`src/rtl/wb_queue.sv`:
```
`default_nettype none
// ============================================================================
// Module   : wb_queue
// Purpose  : Write-back FIFO owning the register file write port, with an
//            optional decode bypass lookup (enabled by macro WB_BYPASS_EN).
// Revision : 1.0 - initial release
// ============================================================================

module wb_queue #(
    parameter int DEPTH = 4,
    parameter int CW    = $clog2(DEPTH) + 1
) (
    input  logic          clk,
    input  logic          rstd,
    input  logic          in_valid,
    output logic          in_ready,
    input  logic [4:0]    in_addr,
    input  logic [31:0]   in_data,
    input  logic          stall,
    output logic [31:0]   wr,
    output logic [4:0]    wa,
    output logic          wren,
    input  logic [4:0]    ra1,
    input  logic [4:0]    ra2,
    output logic          byp1_hit,
    output logic          byp2_hit,
    output logic [31:0]   byp1_data,
    output logic [31:0]   byp2_data,
    output logic [CW-1:0] count
);

    localparam int          PW      = $clog2(DEPTH);
    localparam logic [CW-1:0] C_DEPTH = CW'(DEPTH);

    logic [4:0]    mem_addr_q [DEPTH];
    logic [31:0]   mem_data_q [DEPTH];
    logic [PW-1:0] rd_ptr_q, rd_ptr_d;
    logic [PW-1:0] wr_ptr_q, wr_ptr_d;
    logic [CW-1:0] count_q, count_d;
    logic [31:0]   wr_q, wr_d;
    logic [4:0]    wa_q, wa_d;
    logic          wren_q, wren_d;

    logic accept;
    logic push;
    logic pop;

    assign in_ready = (count_q < C_DEPTH);
    assign accept   = in_valid && in_ready;
    // Writes to r0 complete the handshake but are dropped here.
    assign push     = accept && (in_addr != 5'd0);
    assign pop      = (count_q != '0) && !stall;

    always_comb begin
        rd_ptr_d = rd_ptr_q;
        wr_ptr_d = wr_ptr_q;
        count_d  = count_q;
        wr_d     = wr_q;
        wa_d     = wa_q;
        wren_d   = 1'b1;
        if (push) begin
            wr_ptr_d = wr_ptr_q + 1'b1;
        end
        if (pop) begin
            rd_ptr_d = rd_ptr_q + 1'b1;
            wr_d     = mem_data_q[rd_ptr_q];
            wa_d     = mem_addr_q[rd_ptr_q];
            wren_d   = 1'b0;
        end
        case ({push, pop})
            2'b10:   count_d = count_q + 1'b1;
            2'b01:   count_d = count_q - 1'b1;
            default: count_d = count_q;
        endcase
    end

    always_ff @(posedge clk) begin
        if (!rstd) begin
            rd_ptr_q <= '0;
            wr_ptr_q <= '0;
            count_q  <= '0;
            wr_q     <= '0;
            wa_q     <= '0;
            wren_q   <= 1'b1;
            for (int i = 0; i < DEPTH; i++) begin
                mem_addr_q[i] <= '0;
                mem_data_q[i] <= '0;
            end
        end else begin
            rd_ptr_q <= rd_ptr_d;
            wr_ptr_q <= wr_ptr_d;
            count_q  <= count_d;
            wr_q     <= wr_d;
            wa_q     <= wa_d;
            wren_q   <= wren_d;
            if (push) begin
                mem_addr_q[wr_ptr_q] <= in_addr;
                mem_data_q[wr_ptr_q] <= in_data;
            end
        end
    end

    assign wr    = wr_q;
    assign wa    = wa_q;
    assign wren  = wren_q;
    assign count = count_q;

`ifdef WB_BYPASS_EN
    // Scan oldest to newest so the youngest matching source overrides.
    function automatic logic [32:0] lookup(input logic [4:0] ra);
        logic          hit;
        logic [31:0]   data;
        logic [PW-1:0] idx;
        hit  = 1'b0;
        data = '0;
        if (ra != 5'd0) begin
            if (!wren_q && (wa_q == ra)) begin
                hit  = 1'b1;
                data = wr_q;
            end
            for (int k = 0; k < DEPTH; k++) begin
                idx = rd_ptr_q + PW'(k);
                if ((CW'(k) < count_q) && (mem_addr_q[idx] == ra)) begin
                    hit  = 1'b1;
                    data = mem_data_q[idx];
                end
            end
        end
        return {hit, data};
    endfunction

    logic [32:0] byp1_res;
    logic [32:0] byp2_res;

    always_comb begin
        byp1_res = lookup(ra1);
        byp2_res = lookup(ra2);
    end

    assign byp1_hit  = byp1_res[32];
    assign byp1_data = byp1_res[31:0];
    assign byp2_hit  = byp2_res[32];
    assign byp2_data = byp2_res[31:0];
`else
    logic unused_ra;
    assign unused_ra = ^{ra1, ra2};

    assign byp1_hit  = 1'b0;
    assign byp1_data = '0;
    assign byp2_hit  = 1'b0;
    assign byp2_data = '0;
`endif

endmodule

`default_nettype wire

```
`config.mk`:
```
export PLATFORM = sky130hd
export DESIGN_NAME = wb_queue
export DESIGN_NICKNAME = d
export VERILOG_FILES = /design/src/rtl/wb_queue.sv
export SDC_FILE = /design/constraint.sdc
export NUM_CORES = 1
export LEC_CHECK = 0
export BUFFER_PORTS_ARGS = -buffer_cell sky130_fd_sc_hd__clkbuf_2
export CAP_MARGIN = 20
export CELL_PAD_IN_SITES_DETAIL_PLACEMENT = 0
export CELL_PAD_IN_SITES_GLOBAL_PLACEMENT = 2
export CORE_MARGIN = 4
export CORE_UTILIZATION = 42
export DETAILED_ROUTE_END_ITERATION = 10
export GPL_ROUTABILITY_DRIVEN = 0
export PLACE_DENSITY = 0.84
export RECOVER_POWER = 50
export SYNTH_ARGS = -nofsm -noshare
export SYNTH_HDL_FRONTEND = slang
export SYNTH_SLANG_ARGS = --single-unit
```
`constraint.sdc`:
```
create_clock -name clk -period 6.8 [get_ports clk]
set_clock_uncertainty 0.15 [all_clocks]
set_input_delay 0.34 -clock clk [delete_from_list [all_inputs] [get_ports clk]]
set_output_delay 0.34 -clock clk [all_outputs]
set_load 0.02 [all_outputs]
```
==> metrics.md <==
| Metric | Value |
|---|---|
| Outcome | `finished, violations left` |
| Failing checks | `max-capacitance violations, max-slew violations` |
| Yosys top cell area share | `0.5273` |
| Root Driver | `clkbuf_16` |
| FP Rows | `51` |
| Combinational share of power | `0.191` |
| CTS Buf Count | `17` |
| Clk sinks | `193` |
| CP Capture Type | `flop` |
| Initial antenna violation count | `1` |
| Cell count after synthesis | `567` |
| DR iter-0 viols | `367` |
| Finish-stage setup viols | `0` |
| Clock network power share | `0.318` |
| Synth Cell Area | `8428 sq um` |
| Met1 usage | `0.2140` |
| Kind of critical path | `input port to flop` |
| Later-pin clock latency in the skew report | `430 ps` |
| Core area | `19590 sq um` |
| RSZ-0062 raised after global routing | `false` |
| Max Freq | `0.2393 GHz` |
| Peak VDD IR | `0.0001917 V` |
| Worst EP arrival | `4160 ps` |
| Detailed-route DRC error count | `0` |
| Leakage power | `3.542 nW` |
| Worst path required time | `6780 ps` |
| Hold_buf cts | `0` |
| Via/cell ratio | `4.925` |
| Clock buffer depth | `2` |
| Hpwl dp | `10720 microns` |
| Synthesized area per cell | `14.86 sq um` |
| Final Hold Fails | `0` |
| Yosys warning count | `0` |
| Ranking of synthesized cells by area | `edfxtp_1 53%, and2_1 11%, dfxtp_1 11%` |
| Final instance area | `9458 sq um` |
| Final #Nets | `699` |
| Fraction of layout cells with a size suffix above 1 | `0.1836` |
| Internal power | `2.314 mW` |
| Net Switching | `0.9022 mW` |
| Number of global-route vias before repair | `4753` |
| CTS tree | `built` |
| Biggest area consumer among synthesized cells | `edfxtp_1` |
| Routed length per placed instance | `18.88 microns` |
| Final ANT Viol Nets | `0` |
| Die area | `22400 sq um` |
| CTS H-tree depth | `4` |
| Met3 Resource Use GR | `0.04422` |
| # diodes | `0` |
| Max cap viols | `4` |
| Routed wire length | `17440 microns` |
| DR vias | `4551` |
| Initial Util | `0.4302` |
| Setup Fix Bufs, Post-CTS | `0` |
| P per Cell Area | `340.0 nW/um^2` |
| IO Pins | `159` |
| Input/output buffers | `82` |
| Measured slew at the worst slew-check pin | `2832 ps` |
| CP Max Fanout | `23` |
| Dpl cell area | `8965 sq um` |
| Synth Register Bits | `193` |
| Max-slew headroom | `-0.8903` |
| Total GRT Usage | `0.1614` |
| Pin count of the biggest net entering global routing | `41` |
| Clock transition at path regs | `70 ps` |
| Most used routing layer | `met2` |
| Max Slew Vio Count | `102` |
| Minimum clock period | `4178 ps` |
| Final Cycle Share | `0.6144` |
| Area grow syn2layout | `12.22%` |
| Sequential area share after synthesis | `0.6342` |
| First-pass GRT wire length | `26870 microns` |
| Setup_tns | `0 ps` |
| Net switching fraction of the power | `0.2805` |
| M2 GR Usage | `0.2670` |
| Total grt overflow | `0` |
| Reg power frac | `0.491` |
| Die Y | `149.7 microns` |
| Setup crit start kind | `input port` |
| Cts repair resizes | `0` |
| Die width | `149.7 microns` |
| First-pass DRT Iterations | `4` |
| Post-synth cell types | `36` |
| Hold Crit Class | `input port to flop` |
cells in the mapped netlist (all sizes together):
cell     number
edfxtp      148
and2        144
buf          80
dfxtp        45
a22o         37
mux4         37
clkbuf       17
inv           8
nor2          7
a21oi         6
nor3          6
o21ai         4
nand2b        3
a211oi        2
nand2         2
nand3b        2
nor4          2
o31ai         2
or3           2
xor2          2
a2111oi       1
a211o         1
a21o          1
clkinv        1
conb          1
fa            1
ha            1
mux2i         1
o21a          1
o21bai        1
or4           1
state kept, by name, summed over array words and instances, names as in the netlist:
register	cells
mem_data_q	128
wa	5
mem_addr_q	20
wr	32
count	3
rd_ptr_q	2
wr_ptr_q	2
wren	1
worst max-delay path: stages:
cell and delay (ps):
clkbuf_1 110, nor4_1 1590, a211o_1 490, o21ai_0 980, buf_4 620
routing by layer:
layer	up-vias	share of wire
met4	2	0.0097
met3	16	0.064
met2	149	0.50
met5	-	0.00057
li1	2093	-
met1	2291	0.43
area by class of cell:
class / count / area, sq um
clock inverters: 12 / 156.4
flip-flops and latches: 193 / 5346
inverters: 9 / 33.78
multi-input cells: 333 / 2703
clock buffers: 20 / 446.7
fillers: 1738 / 10130
repair buffers: 92 / 440.4
well taps: 265 / 331.6
kinds of logic after synthesis:
logic type | share of synthesized area
DFF | 0.6342
and+or+nand+nor | 0.1247
buffers and inverters | 0.07913
AOI/OAI and AO/OA | 0.05552
muxes | 0.1001
adders and majority gates | 0.003860
xor gates and xnor gates | 0.002079
other | 0.0004449
power by group through the flow:
stage / logic [mW] / clock network [mW] / registers, mW
final: 0.614 / 1.02 / 1.58
after global routing: 0.668 / 1.09 / 1.61
after CTS: 0.634 / 1.04 / 1.59
after detailed placement: 0.633 / 0 / 1.61
after global placement: 0.608 / 0 / 1.61
after floorplan: 0.465 / 0 / 1.59
final timing paths:
path                       end         from  slack [ps]  cells past startpoint
min reg2reg              wa[3]        wa[3]         330                      1
max           mem_addr_q[2][3]   in_addr[0]        2620                      5
max reg2reg   mem_addr_q[2][3]     count[2]        2760                      3
min          mem_data_q[1][13]  in_data[13]          60                      2
placed cells by master, fill, tap and decap left out, types with 5 or more instances in the layout:
cell and instances:
edfxtp_1 148, and2_1 130, conb_1 66, clkbuf_1 47
dfxtp_1 44, clkbuf_2 39, mux4_2 37, a22o_1 37
clkbuf_16 17, and2_0 14, inv_1 8, nor2_1 7
buf_4 6, nor3_1 5, a21oi_1 5
stage by stage:
stage	power, mW	worst slack [ps]	instances	hold WS [ps]	utilization
after floorplan	2.055	2408	632	361.8	-
after global placement	2.218	3517	889	312.0	0.4550
after detailed placement	2.246	3505	892	316.3	0.4576
after CTS	3.262	3939	924	50.55	0.4884
after global routing	3.366	2385	924	63.04	0.4828
final	3.216	2622	924	64.76	0.4828
Note: power is estimated with default switching activity, not from simulation.
